===== config.mk =====
export PLATFORM = sky130hd
export DESIGN_NAME = mlp_layer_sequencer
export DESIGN_NICKNAME = d
export VERILOG_FILES = /design/src/rtl/mlp_layer_sequencer.sv
export SDC_FILE = /design/constraint.sdc
export NUM_CORES = 1
export LEC_CHECK = 0
export BUFFER_PORTS_ARGS = -buffer_cell sky130_fd_sc_hd__buf_2
export CORE_MARGIN = 5
export CORE_UTILIZATION = 40
export DETAILED_ROUTE_END_ITERATION = 8
export PLACE_DENSITY = 0.87
export SETUP_SLACK_MARGIN = 0.05
export SLEW_MARGIN = 5
export SYNTH_ARGS = -nofsm -noshare
export SYNTH_HDL_FRONTEND = slang
export SYNTH_SLANG_ARGS = --single-unit

===== constraint.sdc =====
create_clock -name clk -period 1.9 [get_ports clk]
set_input_delay 0.19 -clock clk [delete_from_list [all_inputs] [get_ports clk]]
set_output_delay 0.19 -clock clk [all_outputs]
set_load 0.005 [all_outputs]

===== src/rtl/mlp_layer_sequencer.sv =====
// rtl/mlp_layer_sequencer.sv - Sequences one MLP layer through an 8-lane MAC array, group by group.
module mlp_layer_sequencer #(
    parameter logic [2:0] WAITING      = 3'h0,
    parameter logic [2:0] MULTIPLYING  = 3'h1,
    parameter logic [2:0] ACCUMULATING = 3'h2,
    parameter logic [2:0] ACTIVATING   = 3'h3,
    parameter logic [2:0] MULT_WO_ACC  = 3'h4
) (
    input  logic        clk,
    input  logic        resetn,
    input  logic        start,
    input  logic [7:0]  n_in,
    input  logic [3:0]  n_grp,
    input  logic [7:0]  shift_cfg,
    output logic        busy,
    output logic        done,
    output logic        ovf_err,
    output logic [7:0]  act_addr,
    input  logic [7:0]  act_rdata,
    output logic [11:0] wgt_addr,
    input  logic [63:0] wgt_rdata,
    output logic [2:0]  step,
    output logic [7:0]  shift,
    output logic [7:0]  A,
    output logic [63:0] B,
    input  logic [63:0] Y,
    input  logic        ovf_in,
    output logic        out_we,
    output logic [3:0]  out_addr,
    output logic [63:0] out_wdata
);

    typedef enum logic [2:0] {
        IDLE, FETCH, LOAD, MAC, ACT, DRN1, DRN2, DONE
    } state_t;

    state_t      state_q;
    logic [7:0]  n_in_q;
    logic [3:0]  n_grp_q;
    logic [7:0]  shift_q;
    logic [7:0]  k_q;
    logic [3:0]  g_q;
    logic [11:0] wgt_q;
    logic [2:0]  step_q;
    logic [7:0]  a_q;
    logic [63:0] b_q;
    logic        busy_q;
    logic        done_q;
    logic        ovf_err_q;
    logic        out_we_q;
    logic        last_k;
    logic        last_g;

    assign last_k = (k_q == n_in_q - 8'd1);
    assign last_g = (g_q == n_grp_q - 4'd1);

    // step_q always carries the command for the state being entered.
    always_ff @(posedge clk) begin
        if (!resetn) begin
            state_q   <= IDLE;
            n_in_q    <= 8'd0;
            n_grp_q   <= 4'd0;
            shift_q   <= 8'd0;
            k_q       <= 8'd0;
            g_q       <= 4'd0;
            wgt_q     <= 12'd0;
            step_q    <= WAITING;
            a_q       <= 8'd0;
            b_q       <= 64'd0;
            busy_q    <= 1'b0;
            done_q    <= 1'b0;
            ovf_err_q <= 1'b0;
            out_we_q  <= 1'b0;
        end else begin
            step_q   <= WAITING;
            done_q   <= 1'b0;
            out_we_q <= 1'b0;
            case (state_q)
                IDLE: begin
                    if (start) begin
                        busy_q <= 1'b1;
                        if (n_in != 8'd0 && n_grp != 4'd0) begin
                            state_q <= FETCH;
                            n_in_q  <= n_in;
                            n_grp_q <= n_grp;
                            shift_q <= shift_cfg;
                            k_q     <= 8'd0;
                            g_q     <= 4'd0;
                            wgt_q   <= 12'd0;
                        end else begin
                            state_q   <= DONE;
                            done_q    <= 1'b1;
                            ovf_err_q <= ovf_in;
                        end
                    end
                end
                FETCH: begin
                    state_q <= LOAD;
                    step_q  <= (k_q == 8'd0) ? MULT_WO_ACC : MULTIPLYING;
                end
                LOAD: begin
                    state_q <= MAC;
                    step_q  <= ACCUMULATING;
                    a_q     <= act_rdata;
                    b_q     <= wgt_rdata;
                end
                MAC: begin
                    k_q   <= k_q + 8'd1;
                    wgt_q <= wgt_q + 12'd1;
                    if (last_k) begin
                        state_q <= ACT;
                        step_q  <= ACTIVATING;
                    end else begin
                        state_q <= FETCH;
                    end
                end
                ACT: begin
                    state_q <= DRN1;
                end
                DRN1: begin
                    state_q  <= DRN2;
                    out_we_q <= 1'b1;
                end
                DRN2: begin
                    if (last_g) begin
                        state_q   <= DONE;
                        done_q    <= 1'b1;
                        ovf_err_q <= ovf_in;
                    end else begin
                        state_q <= FETCH;
                        k_q     <= 8'd0;
                        g_q     <= g_q + 4'd1;
                    end
                end
                DONE: begin
                    state_q <= IDLE;
                    busy_q  <= 1'b0;
                end
                default: begin
                    state_q <= IDLE;
                    busy_q  <= 1'b0;
                end
            endcase
        end
    end

    assign busy      = busy_q;
    assign done      = done_q;
    assign ovf_err   = ovf_err_q;
    assign act_addr  = k_q;
    assign wgt_addr  = wgt_q;
    assign step      = step_q;
    assign shift     = shift_q;
    assign A         = a_q;
    assign B         = b_q;
    assign out_we    = out_we_q;
    assign out_addr  = g_q;
    // The MAC array result is already settled when DRN2 is reached.
    assign out_wdata = out_we_q ? Y : 64'd0;

endmodule


==> impl_metrics.csv <==
group,metric,value,unit
outcome,status,"finished, final reports clean",
yosys,seq_area_frac_synth,43.5,%
cells_and_area,final_common_cell,"buf_2",
setup_path,rrSetupSlack,90,ps
timing,clock.fmax,553,MHz
pwr,power,7.41,mW
yosys,synthSimpleGateAreaFrac,28.1,%
place,hpwl,14900,µm
clock_network,cts-root-buf,"clkbuf_16",
min_path,hold_start,"wgt_rdata[42]",
cells_and_area,syn_to_final_growth,45.3,%
floorplanning,die_h,130,µm
place,io_buffer_count,334,
yosys,synth_compound_area_share,17.7,%
setup_path,critPathKind,"reg2reg",
timing,finalMaxSlewViolations,0,
min_path,hold_class,"in2reg",
pwr,pwr-share-comb,18.0,%
cells_and_area,layout_common_cells,"334 x buf_2, 205 x nand2_1, 122 x dfxtp_1, 95 x a21boi_0, 66 x and2_1",
timing,fin_crit_sh,95.2,%
setup_path,reg2reg_depth,6,
setup_path,startpoint_type,"register",
yosys,ys_warn_count,0,
pwr,seq_power_share,39.4,%
timing,clock_skew,7.11,ps
clock_network,cts_sinks,126,
routing,antenna_left,0,
floorplanning,start_util,40.4,%
routing,wl,19600,µm
yosys,ys_ff_latch,126,
global_routing,grt_usage,21.7,%
clock_network,ctsHtreeMaxLevel,4,
pwr,ir_drop,0.000707,V
global_routing,grt_pass1_vias,5785,
yosys,yosys_most_used_dff,"dfxtp_1",
timing,setup_slack,90.8,ps
cells_and_area,fin_area,8420,µm²
cells_and_area,final_util,58.6,%
pwr,leakage,4.00,nW
routing,wl_met3,2110,µm
clock_network,cts_tree,"done",
place,post_dp_cell_area,7730,µm²
routing,routed-wl-met2,10000,µm
timing,relSlewSlack,67.2,%
yosys,ys_types,49,
global_routing,antenna_found_initial,0,
timing,tns,0,ps
routing,via_per_inst,4.96,
floorplanning,core,14400,µm²
place,dpl_worst_slack,-77.9,ps
clock_network,clk_pin_slew,60,ps
cells_and_area,fin_nets,1221,
global_routing,overflow,0,
floorplanning,die-width,130,µm
pwr,powerDensity,880,nW/µm²
setup_path,reg2reg_from,"state_q[0]",
cells_and_area,seq_area,2530,µm²
timing,post-route-min-period,1810,ps
cells_and_area,num_antenna_cells,0,
global_routing,grt_pass1_wl,29000,µm
clock_network,clock_latency,410,ps
setup_path,worstPathArrival,2150,ps
timing,rsz0062_at_grt,"true",
place,gp_congestion,0.850,
timing,holdWs,19.4,ps
yosys,syn_inst,719,
cells_and_area,stdcell_count,1252,
pwr,swShare,27.6,%
routing,post_drt_wl_per_cell,15.7,µm
cells_and_area,fill_cells,1280,
yosys,synth-xor-area-share,4.92,%
setup_path,critical_path_peak_fanout,7,
clock_network,clock_path_buffers,2,
timing,setup_violations,0,
yosys,synthAdderAreaFrac,1.29,%
routing,drc_errors,0,
pwr,clockPowerShare,42.6,%
setup_path,cp-end-kind,"register",
setup_path,r2r-end,"act_addr[4]",
run,drv_cap,0,
place,placedCellCount,1213,
cells_and_area,multi_input_area,3090,µm²
yosys,synth_mux_area_share,0.173,%
yosys,synth.avg_cell_area,8.06,µm²
routing,top_layer,"met4",
yosys,synth_nets,885,
routing,drtIter0Drc,294,
yosys,async_flop_share,0,%
min_path,holdPathEnd,"B[42]",
floorplanning,io_pins,335,
timing,worst_pin_slew,491,ps
clock_network,cts_buffers,17,
yosys,synth_edf_count,0,
min_path,whs_path_depth,3,
floorplanning,num_rows,44,
global_routing,grt_max_degree,73,
timing,hold_viol,0,
routing,vias,6207,
pwr,power.switching,2.05,mW
pwr,p_int,5.37,mW
yosys,synth_area,5800,µm²
yosys,synth_top_family_by_area,"simple AND/OR/NAND/NOR gates",
cells_and_area,drive_above_1_share,39.0,%
floorplanning,die-area,17000,µm²
routing,first_pass_iters,5,
setup_path,worstPathRequired,2240,ps
routing,wl_met1,7020,µm
==> synthesized netlist by cell type, drive strengths merged, types with 3 or more instances <==
cell / n / area share [%]
nand2: 206 / 13
o21ai: 12 / 1.0
o21a: 3 / 0.39
a21oi: 8 / 0.69
or4: 4 / 0.58
nand3: 14 / 1.2
xor2: 15 / 2.3
nor2: 28 / 1.8
a211oi: 3 / 0.39
nor2b: 5 / 0.54
and2: 67 / 7.2
a21boi: 95 / 12
nor3: 7 / 0.60
inv: 13 / 0.84
xnor2: 15 / 2.3
and3: 3 / 0.32
dfxtp: 126 / 44
ha: 6 / 1.3
clkbuf: 45 / 2.9
o2111ai: 3 / 0.45
nand2b: 4 / 0.43
buf: 5 / 0.47
nand4: 6 / 0.65
==> power by group through the flow <==
stage               Clock, mW  Combinational (mW)  Sequential [mW]
floorplan                   0               0.693             2.97
global placement            0                1.22             2.96
detailed placement          0                1.25             2.97
CTS                      3.22                1.29             2.92
global route             3.34                1.48             2.94
finish                   3.16                1.33             2.92
==> metal layers <==
metal | vias up | track usage (%)
li1 | 3032 | -
met1 | 2862 | 23.1
met2 | 271 | 39.2
met3 | 42 | 8.13
met4 | 0 | 7.68
met5 | - | 0
==> logic make-up after synthesis <==
logic type / Yosys count
flip-flops: 126
XOR/XNOR: 31
multiplexers: 1
adder cells (fa/ha/maj): 6
AND/OR/NAND/NOR: 353
AO/OA/AOI/OAI: 139
buffers and inverters: 63
==> sequential cells by signal (all words and copies together), names as in the netlist <==
register  cells
A             8
B            64
act_addr      8
busy          1
done          1
n_grp_q       4
n_in_q        8
out_addr      4
out_we        1
ovf_err       1
shift         8
state_q       3
step          3
wgt_addr     12
==> repair_timing <==
action                     4_1_cts  5_1_grt
resized for setup               10        6
buffers inserted                 1        6
gates cloned                     0        0
pin swaps                        5        3
hold buffers                     0        0
hold endpoints to repair         0        0
setup endpoints to repair       10       11
==> critical path: stages, from the launching register on <==
cell	delay [ps]
dfxtp_1	330
nor4b_4	420
buf_4	190
o211a_4	200
nor2_1	80
or3_1	380
a21oi_2	150
==> worst max-delay path by stage <==
stage                from  depth (start not counted)  slack (ps)           to
2_1_floorplan   n_in_q[0]                          8          20      step[0]
3_3_place_gp      n_in[7]                          7         -30  act_addr[0]
3_5_place_dp      n_in[7]                          7         -80  act_addr[0]
4_1_cts        state_q[2]                          6          60  wgt_addr[7]
5_1_grt         n_in_q[0]                          7          30      step[1]
6_report       state_q[0]                          6          90  act_addr[4]
==> final cells by class <==
type                    instances  area share, %
repair buffers                367           23.1
well taps                     184           2.73
inverters                      13          0.579
flip-flops and latches        126           30.0
clock buffers                  18           5.10
multi-input cells             530           36.7
clock inverters                14           1.72
(Power assumes the default switching activity.)
